## config.mk

```make
export PLATFORM = sky130hd
export DESIGN_NAME = branch_predictor
export DESIGN_NICKNAME = d
export VERILOG_FILES = /design/src/rtl/branch_predictor.sv
export SDC_FILE = /design/constraint.sdc
export NUM_CORES = 1
export LEC_CHECK = 0
export ABC_AREA = 0
export CORE_MARGIN = 10
export CORE_UTILIZATION = 56
export CTS_CLUSTER_DIAMETER = 150
export DETAILED_ROUTE_END_ITERATION = 10
export DONT_BUFFER_PORTS = 1
export PLACE_DENSITY_LB_ADDON = 0.05
export REMOVE_ABC_BUFFERS = 1
export SLEW_MARGIN = 20
export SYNTH_ARGS = -nofsm -noshare
export SYNTH_HDL_FRONTEND = slang
export SYNTH_SLANG_ARGS = --single-unit
```

## constraint.sdc

```tcl
create_clock -name clk -period 7.45 [get_ports clk]
set_input_delay 1.49 -clock clk [delete_from_list [all_inputs] [get_ports clk]]
set_output_delay 1.49 -clock clk [all_outputs]
set_load 0.01 [all_outputs]
```

## src/rtl/branch_predictor.sv

```systemverilog
// rtl/branch_predictor.sv - direct-mapped tagged branch history table with 2-bit counters
// Combinational lookup for the FD branch, one-cycle training from the X branch, perf counters.
module branch_predictor #(
    parameter int PC_WIDTH = 32,
    parameter int LINES    = 8
) (
    input  logic                clk,
    input  logic                rst,
    input  logic [PC_WIDTH-1:0] pc_guess,
    input  logic                is_br_guess,
    output logic                pred_taken,
    input  logic [PC_WIDTH-1:0] pc_check,
    input  logic                is_br_check,
    input  logic                br_taken_check,
    input  logic                pred_taken_check,
    output logic [31:0]         br_count,
    output logic [31:0]         mispred_count
);

    localparam int IDX   = $clog2(LINES);
    localparam int TAG_W = PC_WIDTH - IDX - 2;

    localparam logic [1:0] CTR_SNT = 2'd0;
    localparam logic [1:0] CTR_WNT = 2'd1;
    localparam logic [1:0] CTR_WT  = 2'd2;
    localparam logic [1:0] CTR_ST  = 2'd3;

    logic             valid_q [LINES];
    logic [TAG_W-1:0] tag_q   [LINES];
    logic [1:0]       ctr_q   [LINES];

    logic [31:0] br_count_q;
    logic [31:0] br_count_d;
    logic [31:0] mispred_count_q;
    logic [31:0] mispred_count_d;

    logic [IDX-1:0]   guess_idx;
    logic [TAG_W-1:0] guess_tag;
    logic             guess_hit;

    logic [IDX-1:0]   check_idx;
    logic [TAG_W-1:0] check_tag;
    logic             check_hit;
    logic [1:0]       ctr_cur;
    logic [1:0]       ctr_d;

    // Lookup reads only registered table state, so a same-cycle update is never bypassed.
    always_comb begin
        guess_idx  = pc_guess[IDX+1:2];
        guess_tag  = pc_guess[PC_WIDTH-1:IDX+2];
        guess_hit  = valid_q[guess_idx] && (tag_q[guess_idx] == guess_tag);
        pred_taken = is_br_guess && guess_hit && ctr_q[guess_idx][1];
    end

    always_comb begin
        check_idx = pc_check[IDX+1:2];
        check_tag = pc_check[PC_WIDTH-1:IDX+2];
        check_hit = valid_q[check_idx] && (tag_q[check_idx] == check_tag);
        ctr_cur   = ctr_q[check_idx];
        ctr_d     = ctr_cur;
        if (!check_hit) begin
            ctr_d = br_taken_check ? CTR_WT : CTR_WNT;
        end else if (br_taken_check) begin
            if (ctr_cur != CTR_ST) begin
                ctr_d = ctr_cur + 2'd1;
            end
        end else begin
            if (ctr_cur != CTR_SNT) begin
                ctr_d = ctr_cur - 2'd1;
            end
        end
    end

    always_comb begin
        br_count_d      = br_count_q;
        mispred_count_d = mispred_count_q;
        if (is_br_check) begin
            br_count_d = br_count_q + 32'd1;
            if (pred_taken_check != br_taken_check) begin
                mispred_count_d = mispred_count_q + 32'd1;
            end
        end
    end

    always_ff @(posedge clk or posedge rst) begin
        if (rst) begin
            for (int i = 0; i < LINES; i++) begin
                valid_q[i] <= 1'b0;
                ctr_q[i]   <= CTR_SNT;
            end
        end else if (is_br_check) begin
            valid_q[check_idx] <= 1'b1;
            ctr_q[check_idx]   <= ctr_d;
        end
    end

    // Tags are meaningless while the valid bit is clear, so they carry no reset.
    always_ff @(posedge clk) begin
        if (is_br_check && !check_hit) begin
            tag_q[check_idx] <= check_tag;
        end
    end

    always_ff @(posedge clk or posedge rst) begin
        if (rst) begin
            br_count_q      <= 32'd0;
            mispred_count_q <= 32'd0;
        end else begin
            br_count_q      <= br_count_d;
            mispred_count_q <= mispred_count_d;
        end
    end

    assign br_count      = br_count_q;
    assign mispred_count = mispred_count_q;

endmodule

```

# Word level (Yosys, flattened, before mapping)
# Memory sizes are Yosys's and may differ from the RTL's.
# Index checks and enable logic that the tools add are counted.
# op_classes
n_addsub	4
n_mul	0
div_mod_pow	0
n_lt_le_gt_ge	3
n_eq_ne	4
shifts	0
muxes	24
bitwise	3
reduce_logical	9
# op_table
operator	count
32-bit by 1-bit adder with 32-bit output, second input constant	2
27-bit == test	2
2-bit two-way mux	10
16-bit bitwise mux	1
2-bit binary-select mux with 3-bit select	2
4-bit greater-or-equal comparator, second input constant	2
3-bit NOT with 4-bit output	2
8-bit OR	1
1-bit two-way mux	7
1-bit binary-select mux with 3-bit select	2
2-bit demux with 3-bit select	1
1-bit logical AND	6
4-bit by 1-bit less-than comparator with 1-bit output, second input constant	1
1-bit demux with 3-bit select	1
2-bit by 1-bit adder with 2-bit output, second input constant	1
2-bit inequality test, second input constant	1
2-bit AND reduction	1
2-bit nonzero test	1
2-bit by 1-bit subtractor with 2-bit output, second input constant	1
1-bit logical NOT	1
1-bit inequality test	1
# totals
register_bits	88
latchBits	0
ram_bits	216
rom_bits	0
inputBits	70
out_inout_bits	65
wordCells	66
n_memories	1
# memory_table
memory	depth	width	rd	rd_clocked_by_memory_dff	wr	line_no	source
tag_q	8	27	2	0	1	29	logic [TAG_W-1:0] tag_q [LINES];

# Logic depth before layout (Yosys ltp)
# logic_depth
ltp_word	9
mapped_depth	12
depth_no_buf	9

# Least setup slack after synthesis
# No wires, ideal clock.
# synth_timing
path_type	input -> output
startpoint	input pc_guess[2]
endpoint	output pred_taken
t_arrival_ns	3.996
t_required_ns	5.960
slack_ns	1.964
path_stages	8
path_buffers	3
path_cell_list	buf_2 -> buf_2 -> buf_1 -> mux4_2 -> mux2i_1 -> xor2_1 -> nand4_1 -> nor4_1
# synth_between
elab_chain_cells	7
elab_cells_between_ends	12
cone_classes	1 x eq/ne; 6 x mux; 1 x bitwise; 3 x reduce/logical; 1 x memory
# synth_lines
item	line_no	source
from (decl)	9	input logic [PC_WIDTH-1:0] pc_guess,
branches (longest 6 deep; another with memory 8 x 27 bit)	-	
1-bit logical AND (*)	52	pred_taken = is_br_guess && guess_hit && ctr_q[guess_idx][1];
to (decl)	11	output logic pred_taken,
# Mark *: on every way between the ends. The select of a mux whose other input is x is not followed.

# Worst setup path after layout
# Same ends and word-level chain as after synthesis.

==> impl_metrics.tcl <==
set metrics [dict create \
    dp_hpwl_um 20000 \
    core_area_sq_um 25200 \
    synthSimpleGateAreaFrac_pct 7.24 \
    yosys.cell_types.count 52 \
    post-route-cell-area_sq_um 15700 \
    cp_cell_sequence "mux4_2, mux2i_1, xor2_1, nand4_1, nor3_1, nand3_1, nor4_1" \
    nets 966 \
    whs_path_depth 2 \
    relSlewSlack_pct 48.0 \
    seqPwrFrac_pct 51.0 \
    drive_gt1_share_pct 20.0 \
    die_area_sq_um 32300 \
    critPathLaunchType "input pin" \
    synth_xor_area_share_pct 6.86 \
    yosysSeqAreaShare_pct 60.8 \
    numCtsBuffers 35 \
    wl_met1_um 13000 \
    drc 0 \
    power_frac_comb_pct 7.7 \
    max-vdd-ir-drop_mv 0.186 \
    p_int_mw 3.07 \
    rows 58 \
    die_h_um 180 \
    net-switching-power_mw 0.874 \
    crit_buf_inv 0 \
    hold_viol 0 \
    grt_first_pass_wirelength_um 51400 \
    post_cts_buffers 0 \
    final_cell_mix "edfxtp_1 (216), mux4_2 (103), dfrtp_1 (88), nand2_1 (62), mux2i_1 (57)" \
    synth_ff_type "edfxtp_1" \
    p_leak_nw 5.63 \
    cts.repair.resized 0 \
    path_delay_family "simple AND/OR/NAND/NOR gates" \
    first_pass_iters 5 \
    rsz0062_at_grt "no" \
    synth_compound_area_share_pct 2.11 \
    cts_tree "done" \
    wl_per_cell_um 26.3 \
    routed-wl-met2_um 16300 \
    grt_overflow_total 0 \
    crit_fanout 55 \
    diodes 0 \
    setup_violations 0 \
    synthAdderAreaFrac_pct 0.245 \
    die_w_um 180 \
    syn-instance-count 888 \
    place_congestion 0.752 \
    crit_path_top_delay_cell "nor4_1" \
    cts.sinks 304 \
    htreeDepth 2 \
    final_common_cell "edfxtp_1" \
    status "complete, no violations" \
    switching_share_pct 22.2 \
    routed.top_layer "met4" \
    crit_path_max_incr_delay_ns 0.60 \
    finalCriticalPeriod_ns 5.42 \
    period_share_pct 72.7 \
    drv_slew 0 \
    clk_path_buf_depth 3 \
    hold_start "ctr_q[6]" \
    pwr-share-clk_pct 41.3 \
    tns_ns 0 \
    worst_pin_slew_ns 0.779 \
    synth_edf_count 216 \
    met3_length_um 2950 \
    pwr_density_cell_nw_per_um2 251 \
    r2r_cells 8 \
    async_reset_ff_share_pct 28.9 \
    grt_pass1_vias 8607 \
    setup_ws_ns 2.03 \
    holdCritPathClass "register to register" \
    synth_top_family_by_area "multiplexers" \
    final_antenna_net_count 0 \
    worstHoldEndpoint "ctr_q[6]" \
    area_growth_pct 9.71 \
    crit_arrival_ns 3.93 \
    io_buffers 0 \
    clock_latency_ns 0.51 \
    grt_max_degree 89 \
    ios 135 \
    fmax_mhz 185 \
    reg2reg_from "tag_q[0][18]" \
    cts.clk_slew.worst_paths_ns 0.06 \
    drt-total-wl_um 32800 \
    crit_type "input pin to output pin" \
    cp.required_ns 5.96 \
    place_ws_ns 2.04 \
    clockRootBuffer "clkbuf_16" \
    synth.cell_area_sq_um 14300 \
    rr_endpoint "tag_q[4][15]" \
    antenna_found_initial 0 \
    placed_cell_area_sq_um 14600 \
    initial_core_util_pct 56.8 \
    viasPerCell 6.35 \
    drt_iter0_drc 688 \
    muxShareOfSynthArea_pct 21.1 \
    synth_warnings 0 \
    syn_area_per_cell_sq_um 16.1 \
    synth.ff_latch_count 304 \
    critPathCaptureType "output pin" \
    cap_violations 0 \
    track_usage_pct 20.0 \
    vias 7928 \
    fin_skew_ns 0.0198 \
    hold_buffers 0 \
    worst-r2r-setup-slack_ns 4.00 \
]
[power groups by stage]
stage,clock network [mW],registers [mW],logic (mW)
2_1_floorplan,0,2.01,0.246
3_3_place_gp,0,2.03,0.298
3_5_place_dp,0,2.04,0.307
4_1_cts,1.66,2.01,0.309
5_1_grt,1.74,2.03,0.336
6_report,1.63,2.01,0.304
[layout make-up]
| type | instances | area (sq um) |
|---|---|---|
| Clock buffer | 48 | 977 |
| Clock inverter | 13 | 118 |
| Fill cell | 1822 | 9500 |
| Inverter | 7 | 27.5 |
| Multi-Input combinational cell | 537 | 5390 |
| Sequential cell | 304 | 8690 |
| Tap cell | 330 | 413 |
| Timing Repair Buffer | 9 | 71.3 |
[kinds of logic after synthesis]
| logic type | Yosys count |
|---|---|
| xor+xnor | 112 |
| flops | 304 |
| fa+ha+maj | 3 |
| compound gates | 47 |
| simple gates | 204 |
| buf+inv | 47 |
| mux | 171 |
[stage by stage]
step	instances	hold slack, ns	total power, mW	utilization, %
after detailed placement	1187	0.480	2.35	57.9
after global placement	1187	0.460	2.33	57.9
after CTS	1248	0.492	3.98	62.3
final	1248	0.489	3.94	62.3
after global routing	1248	0.523	4.10	62.3
after floorplan	848	0.445	2.26	-
[worst max path at each step]
| stage | start | end | slack (ns) | depth (start not counted) |
|---|---|---|---|---|
| 3_3_place_gp | pc_guess[2] | pred_taken | 2.07 | 6 |
| 6_report | pc_guess[2] | pred_taken | 2.03 | 7 |
| 2_1_floorplan | pc_guess[2] | pred_taken | 2.88 | 7 |
| 5_1_grt | pc_guess[2] | pred_taken | 2.04 | 6 |
| 4_1_cts | pc_guess[2] | pred_taken | 2.02 | 7 |
| 3_5_place_dp | pc_guess[2] | pred_taken | 2.04 | 7 |
[worst min-delay path: stages, from the launching register on]
cell and delay [ns]:
dfrtp_1 0.34, nand2_1 0.05, o21ai_0 0.06
[state kept, by name, indices dropped and copies added (netlist names)]
name	flops
ctr_q	16
valid_q	8
br_count	32
mispred_count	32
tag_q	216
[cell usage after synthesis, drive strengths merged (2+ instances only)]
master,n,area (sq um)
o22ai,3,25.0
buf,30,174
o21ai,23,115
xor2,56,490
and4,4,35.0
or4,2,15.0
edfxtp,216,6490
and3,17,106
clkbuf,10,37.5
inv,7,26.3
nor2,27,101
mux2i,57,571
a311oi,2,17.5
nand4,22,138
mux2,11,128
a22oi,2,15.0
xnor2,56,490
or3,2,12.5
nand3,35,175
a21oi,6,30.0
nor4,5,37.5
o2111ai,2,17.5
nand2b,13,81.3
ha,2,25.0
nand2,62,233
mux4,103,2320
nor2b,5,31.3
nor3,2,10.0
nor3b,3,22.5
dfrtp,88,2200
and2,2,12.5
[metal layers]
metal	vias to the layer above	track usage (%)
li1	3483	-
met1	4155	25.0
met2	247	33.2
met3	43	6.59
met4	0	4.80
met5	-	0
No activity file was read; power rests on OpenSTA's default activity.
